$ cat config.mk
export PLATFORM = sky130hd
export DESIGN_NAME = alu_share_arbiter
export DESIGN_NICKNAME = d
export VERILOG_FILES = /design/src/rtl/alu_share_arbiter.sv
export SDC_FILE = /design/constraint.sdc
export NUM_CORES = 1
export LEC_CHECK = 0
export CAP_MARGIN = 20
export CORE_AREA = 2 2 117 119
export DETAILED_ROUTE_END_ITERATION = 10
export DIE_AREA = 0 0 119 121
export PLACE_DENSITY = 0.8
export SYNTH_ARGS = -nofsm -noshare
export SYNTH_HDL_FRONTEND = slang
export SYNTH_SLANG_ARGS = --single-unit
$ cat constraint.sdc
create_clock -name CLK -period 3.8 [get_ports CLK]
set_input_delay 0.76 -clock CLK [delete_from_list [all_inputs] [get_ports CLK]]
set_output_delay 0.76 -clock CLK [all_outputs]
set_load 0.01 [all_outputs]
$ cat src/rtl/alu_share_arbiter.sv
// Two-client round-robin arbiter and sequencer in front of a shared ALU.
// One operation in flight at a time: accept (IDLE) -> evaluate (ISSUE) ->
// hold the response for its owner (RESP) until that owner accepts it.
//
// Handshakes: a transfer happens on a rising CLK edge where valid and ready
// are both high. Requesters hold valid and payload stable until ready is
// seen. A requester may drop valid before acceptance without side effects.
// Responses hold rsp_data/rsp_zero stable for as long as rspN_valid is high.
module alu_share_arbiter #(
  parameter int WIDTH = 32
) (
  input  logic             CLK,
  input  logic             Reset,
  input  logic             req0_valid,
  output logic             req0_ready,
  input  logic [WIDTH-1:0] req0_a,
  input  logic [WIDTH-1:0] req0_b,
  input  logic [2:0]       req0_op,
  input  logic [4:0]       req0_sa,
  input  logic             req0_usesa,
  input  logic             req1_valid,
  output logic             req1_ready,
  input  logic [WIDTH-1:0] req1_a,
  input  logic [WIDTH-1:0] req1_b,
  input  logic [2:0]       req1_op,
  input  logic [4:0]       req1_sa,
  input  logic             req1_usesa,
  output logic             rsp0_valid,
  output logic             rsp1_valid,
  input  logic             rsp0_ready,
  input  logic             rsp1_ready,
  output logic [WIDTH-1:0] rsp_data,
  output logic             rsp_zero,
  output logic [WIDTH-1:0] alu_a,
  output logic [WIDTH-1:0] alu_b,
  output logic [2:0]       alu_op,
  output logic [4:0]       alu_sa,
  output logic             alu_srca,
  input  logic [WIDTH-1:0] alu_result,
  input  logic             alu_zero,
  output logic             busy,
  output logic [1:0]       dbg_state
);

  typedef enum logic [1:0] {
    IDLE  = 2'd0,
    ISSUE = 2'd1,
    RESP  = 2'd2
  } state_t;

  state_t state;
  state_t state_next;

  logic last;       // most recently served client
  logic owner;      // client owning the in-flight operation
  logic rsp_valid;  // response pending for owner
  logic grant;      // client selected this cycle (valid only when any_req)
  logic any_req;
  logic accept;
  logic owner_ready;

  // Round-robin grant: on a tie the client that was not served last wins.
  always_comb begin
    grant   = 1'b0;
    any_req = req0_valid | req1_valid;
    if (req0_valid && req1_valid) begin
      grant = ~last;
    end else if (req1_valid) begin
      grant = 1'b1;
    end
  end

  assign accept      = (state == IDLE) && any_req;
  assign req0_ready  = (state == IDLE) && (grant == 1'b0) && req0_valid;
  assign req1_ready  = (state == IDLE) && (grant == 1'b1) && req1_valid;
  assign owner_ready = owner ? rsp1_ready : rsp0_ready;

  assign rsp0_valid  = rsp_valid && (owner == 1'b0);
  assign rsp1_valid  = rsp_valid && (owner == 1'b1);
  assign busy        = (state != IDLE);
  assign dbg_state   = state;

  // Next-state logic for the issue/response sequence.
  always_comb begin
    state_next = state;
    case (state)
      IDLE:    if (accept) state_next = ISSUE;
      ISSUE:   state_next = RESP;
      RESP:    if (owner_ready) state_next = IDLE;
      default: state_next = IDLE;
    endcase
  end

  // State register.
  always_ff @(posedge CLK) begin
    if (Reset) begin
      state <= IDLE;
    end else begin
      state <= state_next;
    end
  end

  // Operand latch on acceptance, result capture in ISSUE, release in RESP.
  always_ff @(posedge CLK) begin
    if (Reset) begin
      last      <= 1'b1;
      owner     <= 1'b0;
      rsp_valid <= 1'b0;
      rsp_data  <= '0;
      rsp_zero  <= 1'b0;
      alu_a     <= '0;
      alu_b     <= '0;
      alu_op    <= 3'd0;
      alu_sa    <= 5'd0;
      alu_srca  <= 1'b0;
    end else begin
      case (state)
        IDLE: begin
          if (accept) begin
            owner <= grant;
            if (grant == 1'b0) begin
              // With usesa the A operand becomes the zero-extended shift amount.
              alu_a    <= req0_usesa ? WIDTH'(req0_sa) : req0_a;
              alu_b    <= req0_b;
              alu_op   <= req0_op;
              alu_sa   <= req0_sa;
              alu_srca <= req0_usesa;
            end else begin
              alu_a    <= req1_usesa ? WIDTH'(req1_sa) : req1_a;
              alu_b    <= req1_b;
              alu_op   <= req1_op;
              alu_sa   <= req1_sa;
              alu_srca <= req1_usesa;
            end
          end
        end
        ISSUE: begin
          rsp_data  <= alu_result;
          rsp_zero  <= alu_zero;
          rsp_valid <= 1'b1;
        end
        RESP: begin
          if (owner_ready) begin
            rsp_valid <= 1'b0;
            last      <= owner;
          end
        end
        default: begin
          rsp_valid <= 1'b0;
        end
      endcase
    end
  end

endmodule

==> results.sh, run 1 <==
export IMPL_dp_hpwl_um=12200
export IMPL_finalHoldViolations=0
export IMPL_avgRoutedWirePerCell_um=17.0
export IMPL_timing_hold_ws_ns=0.453
export IMPL_start_util_pct=37.1
export IMPL_grt_pass1_wl_um=27300
export IMPL_worst_skew_pair_late_latency_ns=0.35
export IMPL_status="finished clean"
export IMPL_setup_slack_ns=0.742
export IMPL_ctsResizeCount=0
export IMPL_io_pins=298
export IMPL_place_ws_ns=0.747
export IMPL_worst_pin_slew_ns=0.832
export IMPL_max_slew_margin_pct=44.6
export IMPL_grt_max_degree=74
export IMPL_first_pass_iters=5
export IMPL_portBuffers=297
export IMPL_die_area_um2=14400
export IMPL_crit_required_ns=3.04
export IMPL_wirelength_um=17800
export IMPL_worstPathArrival_ns=2.30
export IMPL_root_buffer="clkbuf_16"
export IMPL_yosys_warnings=0
export IMPL_die_h_um=121
export IMPL_fin_crit_sh_pct=80.5
export IMPL_clk_path_buf_depth=2
export IMPL_yosysSeqAreaShare_pct=45.7
export IMPL_n_antenna_cell=0
export IMPL_synth_seq_cells=111
export IMPL_drive_gt1_share_pct=4.94
export IMPL_clk_pin_slew_worst_paths_ns=0.07
export IMPL_rsz0062_at_grt="false"
export IMPL_grt_pass1_vias=5239
export IMPL_start_kind="primary input"
export IMPL_rows=42
export IMPL_crit_top_cell="clkdlybuf4s50_1"
export IMPL_fin_skew_ns=0.00806
export IMPL_nets=1052
export IMPL_synthCells=609
export IMPL_grt_ovfl_total=0
export IMPL_post_route_util_pct=62.7
export IMPL_routabilityCongestion=0.779
export IMPL_period_minus_slack_ns=3.06
export IMPL_fillCellCount=1116
export IMPL_max_freq_mhz=327
export IMPL_ys_types=28
export IMPL_syn_area_um2=4860
export IMPL_cts_hold_buf=0
export IMPL_slowest_stage="clkdlybuf4s50_1"
export IMPL_crit_fanout=6
export IMPL_cts_buffers=9
export IMPL_final_max_slew_viol_count=0
export IMPL_drc_errors=0
export IMPL_syn_nets=794
export IMPL_cts_setup_buffers=0
export IMPL_syn_area_per_cell_um2=7.98
export IMPL_clock_sinks=111
export IMPL_avgViaCountPerCell=5.32
export IMPL_min_path_type="reg -> reg"
export IMPL_htree_levels=3
export IMPL_setup_tns_ns=0
export IMPL_powerDensity_nw_per_um2=385
export IMPL_track_usage_pct=23.7
export IMPL_peakVddDrop_uv=295
export IMPL_areaGrowthSynthToFinish_pct=68.7
export IMPL_finalSetupViolations=0
export IMPL_critical_path_buf_inv_count=2
export IMPL_cp_end_kind="primary output"
export IMPL_vias=5566
export IMPL_antenna_left=0
export IMPL_critPathKind="in -> out"
export IMPL_drtIter0Drc=311
export IMPL_core_area_um2=13100
export IMPL_critPathMaxStageDelay_ns=0.60
export IMPL_cts_tree="done"
export IMPL_p_leak_nw=2.92
export IMPL_drv_cap=0
export IMPL_die_x_um=119
export IMPL_cp_top_family="buffers and inverters"
export IMPL_antenna_found_initial=0
export IMPL_crit_chain="clkdlybuf4s50_1 > a21bo_2 > and3_1 > clkdlybuf4s50_1"
## flip-flops by register name, indices dropped and copies added (netlist names)
signal,count
alu_a,32
alu_b,32
rsp_data,32
alu_sa,5
alu_op,3
dbg_state,2
alu_srca,1
last,1
owner,1
rsp_valid,1
rsp_zero,1
## tightest hold or removal path, cell delays in order, from the launching register on
cell and delay (ns):
dfxtp_1 0.31, nand2_1 0.05, a21oi_1 0.05
## layer usage
| metal | wire [µm] | track usage (%) | vias up |
|---|---|---|---|
| li1 | - | - | 2701 |
| met4 | 451 | 9.00 | 0 |
| met1 | 7340 | 28.6 | 2610 |
| met3 | 1190 | 5.45 | 28 |
| met5 | 0 | 0 | - |
| met2 | 8850 | 41.1 | 227 |
## worst paths after layout
kind / start / endpoint / slack [ns] / cells after the start
setup / recovery: req0_valid / req0_ready / 0.74 / 4
hold / removal: rsp_zero / rsp_zero / 0.45 / 2
setup reg to reg: dbg_state[1] / alu_b[0] / 1.55 / 5
hold reg to reg: rsp_zero / rsp_zero / 0.45 / 2
## synth_stat cells
library cell  instances  area (µm²)
nand2_1             151         567
dfxtp_1             111        2220
a21oi_1             103         515
a311oi_1             68         596
nand3_1              54         270
clkbuf_1             40         150
buf_2                21         105
nor2b_1              14        87.6
a211oi_1             11        82.6
nand2b_1              8        50.1
o32ai_2               5        81.3
buf_1                 3        11.3
nor2_1                3        11.3
inv_2                 2        7.51
o21ai_0               2        10.0
a21bo_2               1        10.0
a21boi_1              1        7.51
a31oi_1               1        6.26
and2_1                1        6.26
and3_1                1        6.26
buf_4                 1        7.51
clkinv_1              1        3.75
inv_1                 1        3.75
mux2i_1               1        10.0
nor2_2                1        6.26
nor2_4                1        11.3
or2_1                 1        6.26
or3_1                 1        6.26
## where the power goes
| part | switching, mW | leakage [nW] | total (mW) | internal, mW |
|---|---|---|---|---|
| combinational | 0.426 | 1.88 | 0.945 | 0.520 |
| clock | 0.418 | 0.129 | 0.858 | 0.440 |
| sequential | 0.0663 | 0.916 | 1.35 | 1.29 |
| total | 0.910 | 2.92 | 3.16 | 2.25 |
## cells in the final DEF, fill, tap and decap left out, types with 2 or more instances in the layout
cell type,Yosys,routed
nand2b_1,8,8
o21ai_0,2,2
nor2_4,1,2
clkdlybuf4s50_1,0,296
clkbuf_16,0,9
clkinv_2,0,3
nor2b_1,14,12
nand2_1,151,151
buf_4,1,14
a21oi_1,103,103
dfxtp_1,111,111
nor2b_2,0,2
o32ai_2,5,5
a311oi_1,68,68
nand3_1,54,54
inv_2,2,2
clkbuf_1,40,2
a211oi_1,11,11
nor2_1,3,3
## stage by stage
stage / instance area [µm²] / instances / total power [mW]
final: 8200 / 1047 / 3.16
after global routing: 8200 / 1047 / 3.31
after CTS: 8200 / 1047 / 3.19
after detailed placement: 7940 / 1032 / 2.33
after global placement: 7910 / 1031 / 2.31
after floorplan: 4860 / 609 / 1.78
## logic make-up (layout without fill, tap and decap cells)
kind of cell           Yosys count  after routing  share of synthesized area (%)
and+or+nand+nor                236            236                           21.2
DFF                            111            111                           45.7
muxes                            1              1                          0.206
buffers and inverters           69            331                           5.95
AOI/OAI and AO/OA              192            192                           26.9
## cell type report
type | count | area [µm²] | area share (%)
clock buffers | 11 | 233 | 2.84
flip-flops and latches | 111 | 2220 | 27.1
well taps | 176 | 220 | 2.69
clock inverters | 4 | 23.8 | 0.290
inverters | 4 | 15.0 | 0.183
multi-input cells | 429 | 2370 | 28.9
repair buffers | 312 | 3120 | 38.0
Power figures use the tool's default switching activity.
==> run 2: changes to the inputs <==
--- a/config.mk
+++ b/config.mk
@@ -6,10 +6,10 @@
 export NUM_CORES = 1
 export LEC_CHECK = 0
 export CAP_MARGIN = 20
-export CORE_AREA = 2 2 117 119
+export CORE_ASPECT_RATIO = 1.4
+export CORE_UTILIZATION = 34
 export DETAILED_ROUTE_END_ITERATION = 10
-export DIE_AREA = 0 0 119 121
-export PLACE_DENSITY = 0.8
+export PLACE_DENSITY = 0.78
 export SYNTH_ARGS = -nofsm -noshare
 export SYNTH_HDL_FRONTEND = slang
 export SYNTH_SLANG_ARGS = --single-unit
==> constraint.sdc (replaced) <==
create_clock -name CLK -period 2.6 [get_ports CLK]
set_input_delay 0.52 -clock CLK [delete_from_list [all_inputs] [get_ports CLK]]
set_output_delay 0.52 -clock CLK [all_outputs]
set_load 0.01 [all_outputs]
==> run 2 against run 1 <==
  * Critical path depth is 1 lower
  * Total power increased by 53%
  * Utilization is 3.2 points lower
  * Critical endpoint unchanged
  * Sequential share of layout area is 0.23 points lower
  * Die area increased by 2.6%
  * Largest power group unchanged
  * Combinational power up 45%
  * Critical path type is now reg -> out
  * Clock power grew 70%
  * First-iteration DRC count shrank 31%
  * Non-clock buffer count grew 2
==> results.sh, run 2 (same netlist as run 1, synthesis figures left out) <==
export IMPL_status="finished clean"
export IMPL_fin_crit_sh_pct=83.2
export IMPL_drive_gt1_share_pct=5.49
export IMPL_drtIter0Drc=215
export IMPL_nets=1054
export IMPL_avgRoutedWirePerCell_um=17.0
export IMPL_grt_pass1_wl_um=26700
export IMPL_seqPwrFrac_pct=41.1
export IMPL_n_antenna_cell=0
export IMPL_first_pass_iters=4
export IMPL_max_freq_mhz=462
export IMPL_combPwrFrac_pct=28.5
export IMPL_rsz0062_at_grt="false"
export IMPL_final_max_slew_viol_count=0
export IMPL_cp_end_kind="primary output"
export IMPL_die_area_um2=14800
export IMPL_clock_sinks=111
export IMPL_core_area_um2=13900
export IMPL_fin_skew_ns=0.0129
export IMPL_drv_cap=0
export IMPL_start_kind="flop"
export IMPL_areaGrowthSynthToFinish_pct=70.2
export IMPL_worstPathArrival_ns=1.64
export IMPL_clk_pin_slew_worst_paths_ns=0.07
export IMPL_power_switching_mw=1.39
export IMPL_die_x_um=103
export IMPL_antenna_left=0
export IMPL_max_slew_margin_pct=44.3
export IMPL_htree_levels=3
export IMPL_io_pins=298
export IMPL_peakVddDrop_uv=409
export IMPL_grt_max_degree=74
export IMPL_p_leak_nw=2.96
export IMPL_cp_top_family="buffers and inverters"
export IMPL_critPathMaxStageDelay_ns=0.54
export IMPL_cts_tree="done"
export IMPL_period_minus_slack_ns=2.16
export IMPL_post_route_util_pct=59.4
export IMPL_slowest_stage="clkdlybuf4s50_1"
export IMPL_portBuffers=297
export IMPL_routabilityCongestion=0.813
export IMPL_powerDensity_nw_per_um2=582
export IMPL_rows=51
export IMPL_antenna_found_initial=0
export IMPL_grt_ovfl_total=0
export IMPL_track_usage_pct=23.3
export IMPL_critical_path_buf_inv_count=1
export IMPL_die_h_um=143
export IMPL_fillCellCount=1278
export IMPL_reg_top3="alu_a: 32 flops, alu_b: 32 flops, rsp_data: 32 flops"
export IMPL_worst_pin_slew_ns=0.830
export IMPL_worst_skew_pair_late_latency_ns=0.34
export IMPL_start_util_pct=34.9
export IMPL_internal_power_mw=3.42
export IMPL_sw_frac_of_total_pct=29.0
export IMPL_layout_commonest_cell="clkdlybuf4s50_1"
export IMPL_min_path_type="reg -> reg"
export IMPL_avgViaCountPerCell=5.24
export IMPL_cts_buffers=9
export IMPL_crit_fanout=7
export IMPL_root_buffer="clkbuf_16"
export IMPL_grt_pass1_vias=5257
export IMPL_setup_tns_ns=0
export IMPL_layout_common_cells="294 x clkdlybuf4s50_1, 151 x nand2_1, 111 x dfxtp_1"
export IMPL_crit_chain="nor2_4 > and3_1 > clkdlybuf4s50_1"
export IMPL_crit_required_ns=2.08
export IMPL_dp_hpwl_um=12400
export IMPL_critPathKind="reg -> out"
export IMPL_clk_path_buf_depth=2
export IMPL_finalHoldViolations=0
export IMPL_wirelength_um=18000
export IMPL_vias=5553
export IMPL_p_clk_share_pct=30.4
export IMPL_finalSetupViolations=0
export IMPL_drc_errors=0
export IMPL_cts_setup_buffers=0
## run 2: path summary, 6_finish.rpt
| path | startpoint | to | slack (ns) | depth (start not counted) |
|---|---|---|---|---|
| max | dbg_state[1] | req0_ready | 0.44 | 3 |
| min | rsp_data[21] | rsp_data[21] | 0.45 | 2 |
| max reg2reg | last | alu_a[30] | 0.79 | 4 |
| min reg2reg | rsp_data[21] | rsp_data[21] | 0.45 | 2 |
## run 2: final cells by class
class,instances,area (µm²),share of cell area (%)
repair buffers,314,3120,37.7
clock buffers,10,239,2.89
inverters,4,15.0,0.182
multi-input cells,429,2370,28.7
flip-flops and latches,111,2220,26.9
well taps,185,231,2.80
clock inverters,6,75.1,0.908
## run 2: power groups by stage
stage / clock, mW / sequential [mW] / combinational [mW]
after global routing: 1.58 / 2.00 / 1.48
after detailed placement: 0 / 2.01 / 1.38
after global placement: 0 / 2.01 / 1.37
after CTS: 1.51 / 1.98 / 1.38
after floorplan: 0 / 2.09 / 0.506
final: 1.46 / 1.98 / 1.37
## run 2: per-layer routing
| layer | GRT usage [%] | share of wire (%) |
|---|---|---|
| met2 | 41.6 | 51 |
| met5 | 0 | 0 |
| met4 | 9.41 | 2.9 |
| met3 | 5.25 | 7.2 |
| met1 | 26.2 | 39 |
## run 2: what timing repair did
| item | in CTS | in global routing |
|---|---|---|
| endpoints found under the setup margin | 0 | 2 |
| hold buffers | 0 | 0 |
| endpoints found under the hold margin | 0 | 0 |
| resized for setup | 0 | 2 |
## run 2: metrics by stage
stage,hold WS [ns],cells,setup slack [ns],total power [mW],area (µm²)
finish,0.453,1059,0.436,4.81,8270
global route,0.477,1059,0.320,5.05,8270
CTS,0.455,1059,0.0581,4.87,8260
detailed placement,0.445,1043,0.0534,3.39,7950
global placement,0.441,1043,0.0526,3.38,7950
floorplan,0.467,609,0.754,2.59,4860
## run 2: worst register-to-register path, delay by kind of cell (launching register included)
kind	cells	cell delay (ns)
AOI/OAI and AO/OA	2	0.47
buffers and inverters	1	0.65
DFF	1	0.42
and+or+nand+nor	1	0.19
